### config.mk
export PLATFORM = sky130hd
export DESIGN_NAME = cmos_stream_tx
export DESIGN_NICKNAME = d
export VERILOG_FILES = /design/src/rtl/cmos_stream_tx.sv
export SDC_FILE = /design/constraint.sdc
export NUM_CORES = 1
export LEC_CHECK = 0
export BUFFER_PORTS_ARGS = -buffer_cell sky130_fd_sc_hd__clkbuf_2
export CAP_MARGIN = 20
export CELL_PAD_IN_SITES_DETAIL_PLACEMENT = 1
export CELL_PAD_IN_SITES_GLOBAL_PLACEMENT = 1
export CORE_UTILIZATION = 42
export DETAILED_ROUTE_END_ITERATION = 10
export PLACE_DENSITY = 0.89
export SLEW_MARGIN = 25
export SYNTH_ARGS = -nofsm -noshare
export SYNTH_HDL_FRONTEND = slang
export SYNTH_SLANG_ARGS = --single-unit
### constraint.sdc
create_clock -name cmos_pclk -period 2.5 [get_ports cmos_pclk]
set_clock_uncertainty 0.05 [all_clocks]
set_input_delay 0.5 -clock cmos_pclk [delete_from_list [all_inputs] [get_ports cmos_pclk]]
set_output_delay 0.5 -clock cmos_pclk [all_outputs]
set_load 0.02 [all_outputs]
### src/rtl/cmos_stream_tx.sv
// CMOS-style href/vsync/RGB565 transmitter fed from a read FIFO, with programmable raster.
// Optional CMOS_TX_COLORBAR_EN: underflow fill pixels become 8 vertical colour bars instead of black.
module cmos_stream_tx #(
  parameter int H_ACTIVE = 1280,
  parameter int H_BLANK  = 200,
  parameter int V_ACTIVE = 720,
  parameter int VS_LINES = 4,
  parameter int V_BACK   = 16,
  parameter int V_FRONT  = 4
) (
  input  logic        cmos_pclk,
  input  logic        rst,
  input  logic        tx_en,
  output logic        fifo_rd_en,
  input  logic [15:0] fifo_rd_data,
  input  logic        fifo_empty,
  output logic        cmos_href,
  output logic        cmos_vsync,
  output logic [15:0] cmos_data,
  output logic        frame_busy,
  output logic        frame_done,
  output logic [15:0] underflow_cnt
);
  localparam int H_TOTAL = H_ACTIVE + H_BLANK;
  localparam int V_TOTAL = VS_LINES + V_BACK + V_ACTIVE + V_FRONT;
  localparam int HW = $clog2(H_TOTAL + 1);
  localparam int VW = $clog2(V_TOTAL + 1);
  localparam logic [HW-1:0] H_LAST = HW'(H_TOTAL - 1);
  localparam logic [HW-1:0] H_ACT  = HW'(H_ACTIVE);
  localparam logic [VW-1:0] V_LAST = VW'(V_TOTAL - 1);
  localparam logic [VW-1:0] V_VS   = VW'(VS_LINES);
  localparam logic [VW-1:0] V_A0   = VW'(VS_LINES + V_BACK);
  localparam logic [VW-1:0] V_A1   = VW'(VS_LINES + V_BACK + V_ACTIVE);

  typedef enum logic {IDLE, RUN} state_t;

  state_t        state_q, state_d;
  logic [HW-1:0] h_cnt_q, h_cnt_d;
  logic [VW-1:0] v_cnt_q, v_cnt_d;
  logic [15:0]   uf_cnt_q, uf_cnt_d;
  logic [1:0]    act_pipe_q, act_pipe_d;
  logic [1:0]    vs_pipe_q, vs_pipe_d;
  logic          rd_d1_q, rd_d1_d;
  logic          need_d1_q, need_d1_d;
  logic [15:0]   data_q, data_d;
  logic [15:0]   fill_d1;

  logic run, frame_end, start, vs0, act0, need, uf;

  always_comb begin
    state_d   = state_q;
    h_cnt_d   = h_cnt_q;
    v_cnt_d   = v_cnt_q;
    run       = (state_q == RUN);
    frame_end = run && (h_cnt_q == H_LAST) && (v_cnt_q == V_LAST);
    // A new frame begins either from IDLE or seamlessly after the last cycle.
    start     = tx_en && ((state_q == IDLE) || frame_end);
    case (state_q)
      IDLE: begin
        h_cnt_d = '0;
        v_cnt_d = '0;
        if (tx_en) state_d = RUN;
      end
      default: begin
        if (h_cnt_q == H_LAST) begin
          h_cnt_d = '0;
          if (v_cnt_q == V_LAST) begin
            v_cnt_d = '0;
            if (!tx_en) state_d = IDLE;
          end else begin
            v_cnt_d = v_cnt_q + 1'b1;
          end
        end else begin
          h_cnt_d = h_cnt_q + 1'b1;
        end
      end
    endcase
  end

  always_comb begin
    vs0        = run && (v_cnt_q < V_VS);
    act0       = (v_cnt_q >= V_A0) && (v_cnt_q < V_A1) && (h_cnt_q < H_ACT);
    need       = run && act0;
    uf         = need && fifo_empty;
    fifo_rd_en = need && !fifo_empty;
    uf_cnt_d   = uf_cnt_q;
    if (start)
      uf_cnt_d = '0;
    else if (uf && (uf_cnt_q != 16'hFFFF))
      uf_cnt_d = uf_cnt_q + 16'd1;
    act_pipe_d = {act_pipe_q[0], need};
    vs_pipe_d  = {vs_pipe_q[0], vs0};
    rd_d1_d    = fifo_rd_en;
    need_d1_d  = need;
    // FIFO word arrives one cycle after the strobe; a missed read becomes a fill pixel.
    data_d     = rd_d1_q ? fifo_rd_data : (need_d1_q ? fill_d1 : 16'h0000);
  end

`ifdef CMOS_TX_COLORBAR_EN
  localparam int BAR_W = H_ACTIVE / 8;
  localparam int BPW   = $clog2(BAR_W + 1);
  localparam logic [BPW-1:0] BAR_LAST = BPW'(BAR_W - 1);

  logic [BPW-1:0] bar_pix_q, bar_pix_d;
  logic [2:0]     bar_idx_q, bar_idx_d;
  logic [15:0]    fill_q, fill_d;

  // Bar position tracks h_cnt without a divider; it restarts on every line start.
  always_comb begin
    bar_pix_d = bar_pix_q;
    bar_idx_d = bar_idx_q;
    if (h_cnt_d == '0) begin
      bar_pix_d = '0;
      bar_idx_d = '0;
    end else if (bar_pix_q == BAR_LAST) begin
      bar_pix_d = '0;
      bar_idx_d = bar_idx_q + 3'd1;
    end else begin
      bar_pix_d = bar_pix_q + 1'b1;
    end
    case (bar_idx_q)
      3'd0:    fill_d = 16'hFFFF;
      3'd1:    fill_d = 16'hFFE0;
      3'd2:    fill_d = 16'h07FF;
      3'd3:    fill_d = 16'h07E0;
      3'd4:    fill_d = 16'hF81F;
      3'd5:    fill_d = 16'hF800;
      3'd6:    fill_d = 16'h001F;
      default: fill_d = 16'h0000;
    endcase
  end

  always_ff @(posedge cmos_pclk or negedge rst) begin
    if (!rst) begin
      bar_pix_q <= '0;
      bar_idx_q <= '0;
      fill_q    <= '0;
    end else begin
      bar_pix_q <= bar_pix_d;
      bar_idx_q <= bar_idx_d;
      fill_q    <= fill_d;
    end
  end

  assign fill_d1 = fill_q;
`else
  assign fill_d1 = 16'h0000;
`endif

  always_ff @(posedge cmos_pclk or negedge rst) begin
    if (!rst) begin
      state_q    <= IDLE;
      h_cnt_q    <= '0;
      v_cnt_q    <= '0;
      uf_cnt_q   <= '0;
      act_pipe_q <= '0;
      vs_pipe_q  <= '0;
      rd_d1_q    <= 1'b0;
      need_d1_q  <= 1'b0;
      data_q     <= '0;
    end else begin
      state_q    <= state_d;
      h_cnt_q    <= h_cnt_d;
      v_cnt_q    <= v_cnt_d;
      uf_cnt_q   <= uf_cnt_d;
      act_pipe_q <= act_pipe_d;
      vs_pipe_q  <= vs_pipe_d;
      rd_d1_q    <= rd_d1_d;
      need_d1_q  <= need_d1_d;
      data_q     <= data_d;
    end
  end

  assign cmos_href     = act_pipe_q[1];
  assign cmos_vsync    = vs_pipe_q[1];
  assign cmos_data     = data_q;
  assign frame_busy    = run;
  assign frame_done    = frame_end;
  assign underflow_cnt = uf_cnt_q;
endmodule
==> results.cfg <==
[layout]
seqCellArea_sq_um = 1480
n_antenna_cell = 0
syn_to_final_growth_pct = 24.9
finalInstanceArea_sq_um = 3470
multi_input_area_sq_um = 1250
fillCellCount = 723
nets = 366
drive_above_1_share_pct = 30.5

[die]
fp.dieH_um = 83.3
core-area_sq_um = 6350
ios = 57
std_cell_rows = 29
initial_core_util_pct = 43.7
dieArea_sq_um = 6940
die_w_um = 83.3

[synthesis]
synth_flop_cell = dfrtp_1
synth_warnings = 0
synth_compound_area_share_pct = 12.4
async_flop_share_pct = 100
synthCells = 267
synthSimpleGateAreaFrac_pct = 25.2
ys_types = 44
synth_edf_count = 0
avgSynthCellArea_sq_um = 10.4
synth_fa_ha_area_share_pct = 1.80
synth_top_family_by_area = simple AND/OR/NAND/NOR gates
syn_area_sq_um = 2780
syn-num-nets = 291
yosys.area_share.xor_xnor_pct = 3.79
yosysSeqAreaShare_pct = 53.2
synth_mux_area_share_pct = 0.406
ys_ff_latch = 59

[cts]
clock_latency_ns = 0.35
clockBufferDepth = 2
clkSinkCount = 59
cts_tree = yes
cts-root-buf = clkbuf_8
cts_buffers = 9
htree_levels = 3
path_clk_slew_ns = 0.08

[sta]
finalSetupViolCount = 1
hold_viol = 0
rsz0062_at_grt = yes
tightest_slew_ns = 0.875
final-max-slew-violation-count = 0
slew_headroom_pct = 41.5
fmax_ghz = 0.400
period_share_pct = 100
finalCriticalPeriod_ns = 2.50
fin_ws_ns = -0.00127

[critical_path]
crit_path_cell_trace = buf_4 -> nand4b_1 -> or4_4 -> nor2_1 -> buf_2
r2r_slack_ns = 0.11
cp.required_ns = 1.95
max_stage_delay_ns = 0.48
startpoint_type = register
critPathSlowestCell = or4_4
rr_worst_depth = 7
worstSetupEndpointType = primary output
reg2reg_from = v_cnt_q[2]$_DFFE_PN0P_
crit_arrival_ns = 1.95
crit_path_max_fanout = 3
worstReg2RegEnd = underflow_cnt[5]$_DFFE_PN0P_
crit_type = register to primary output

[power]
p_per_area_nw_per_um2 = 543
seqPwrFrac_pct = 50.7
internal_power_mw = 1.43
p_sw_share_pct = 23.8
peakVddDrop_mv = 0.449
pwr-share-clk_pct = 47.0
finalPower_mw = 1.88
p_comb_share_pct = 2.4
power.leakage_nw = 1.69
netSwitchingPower_mw = 0.448

[route]
viasPerCell = 5.65
drt_first_pass_iters = 4
routed_wl_um = 7950
drc = 0
vias = 2395
routedWlPerCell_um = 18.8
drtAntennaViolNets = 0
drt_iter0_markers = 118

[grt]
grt_pass1_wl_um = 12600
antenna_found_initial = 0
grt_usage_pct = 23.0
grt_pass1_vias = 2527
overflow = 0
grt_max_degree = 60

[outcome]
violations = setup timing
status = finished, violations left

[place]
io_buffer_count = 56
place_area_sq_um = 3150
place_congestion = 0.852
pre_cts_ws_ns = 0.0908
dp_hpwl_um = 5130

[flow_run]
max_cap_viol_count = 0

[min_path]
hp-class = input pin to async pin
==> worst max-delay path: cells and delay by family (launching register included) <==
family	cells	cell delay [ns]
flops	1	0.40
simple gates	3	0.85
buf+inv	2	0.34
==> logic make-up (layout without fill, tap and decap cells) <==
family,after synthesis,count (layout)
AND/OR/NAND/NOR,129,129
AO/OA/AOI/OAI,46,46
flip-flops,59,59
XOR/XNOR,12,12
adder cells (fa/ha/maj),4,4
multiplexers,1,1
buffers and inverters,16,96
==> sequential cells by signal, indices dropped and copies added (netlist names) <==
register,flops
vs_pipe_q,2
frame_busy,1
h_cnt_q,11
cmos_data,16
act_pipe_q,2
rd_d1_q,1
underflow_cnt,16
v_cnt_q,10
==> cell usage after synthesis (4+ instances only) <==
cell type / instances / area share, %
a21o_1: 5 / 1.4
a221o_1: 11 / 4.0
and2_1: 19 / 4.3
and3_1: 9 / 2.0
clkbuf_1: 4 / 0.54
dfrtp_1: 59 / 53
ha_1: 4 / 1.8
inv_1: 6 / 0.81
nand2_1: 23 / 3.1
nand3_1: 14 / 2.5
nor2_1: 23 / 3.1
nor3_1: 11 / 2.0
nor4_1: 5 / 1.1
o21ai_0: 17 / 3.1
or3_1: 4 / 0.90
xnor2_1: 4 / 1.3
xor2_1: 8 / 2.5
==> layout by cell type (no fill, tap or decap), types with 2 or more instances in the layout <==
cell type	Yosys	layout
a211oi_1	2	2
a21o_1	5	5
a221o_1	11	10
a22oi_1	2	2
and2_1	19	19
and3_1	9	9
and4_1	2	2
buf_4	1	19
clkbuf_2	0	54
clkbuf_8	0	9
clkinvlp_4	0	2
dfrtp_1	59	55
dfrtp_2	0	4
ha_1	4	3
inv_1	6	6
inv_6	0	2
nand2_1	23	23
nand3_1	14	14
nand4_1	3	3
nor2_1	23	21
nor3_1	11	11
nor3b_1	2	2
nor4_1	5	5
o21ai_0	17	17
o31ai_1	3	3
or2b_1	2	2
or3_1	4	4
or4_1	3	2
or4_4	1	2
xnor2_1	4	4
xor2_1	8	8
==> metal layers <==
layer  vias to the layer above  global-route usage [%]  share of wire, %
li1                       1107                       -                 -
met1                      1213                    27.5                41
met2                        57                    39.7                53
met3                        18                    6.76               3.8
met4                         0                    7.37               2.2
met5                         -                       0                 0
==> cell type report <==
cell class / count / share of cell area [%]
inverters: 6 / 0.650
clock inverters: 7 / 2.20
flip-flops and latches: 59 / 42.7
multi-input cells: 192 / 36.0
clock buffers: 9 / 3.57
well taps: 77 / 2.78
repair buffers: 74 / 12.1
==> what timing repair did <==
| item | 4_1_cts | 5_1_grt |
|---|---|---|
| endpoints found under the setup margin | 2 | 8 |
| hold buffers | 0 | 0 |
| cloned | 0 | 0 |
| pin swaps | 1 | 3 |
| setup buffers | 1 | 9 |
| resized for setup | 4 | 11 |
==> how the worst max path moves through the flow <==
| stage | to | slack, ns | start |
|---|---|---|---|
| floorplan | fifo_rd_en | 0.27 | v_cnt_q[4]$_DFFE_PN0P_ |
| global placement | underflow_cnt[0]$_DFFE_PN0P_ | 0.21 | v_cnt_q[9]$_DFFE_PN0P_ |
| detailed placement | underflow_cnt[13]$_DFFE_PN0P_ | 0.09 | v_cnt_q[9]$_DFFE_PN0P_ |
| CTS | fifo_rd_en | 0.02 | v_cnt_q[4]$_DFFE_PN0P_ |
| global route | frame_done | -0.15 | h_cnt_q[3]$_DFF_PN0_ |
| finish | frame_done | -0.001 | v_cnt_q[8]$_DFFE_PN0P_ |
==> power by group through the flow <==
stage / sequential, mW / clock (mW) / combinational (mW)
2_1_floorplan: 0.973 / 0 / 0.00453
3_3_place_gp: 0.972 / 0 / 0.0425
3_5_place_dp: 0.972 / 0 / 0.0441
4_1_cts: 0.954 / 0.890 / 0.0444
5_1_grt: 0.953 / 0.938 / 0.0508
6_report: 0.954 / 0.884 / 0.0446
==> per-stage QoR <==
stage	instances	TNS, ns	hold WS [ns]	utilization, %
floorplan	267	0	0.154	-
global placement	398	0	0.286	49.5
detailed placement	398	0	0.286	49.5
CTS	415	0	0.289	52.9
global route	424	-0.193	0.297	54.6
finish	424	-0.00127	0.249	54.6
No activity file was read; power rests on OpenSTA's default activity.
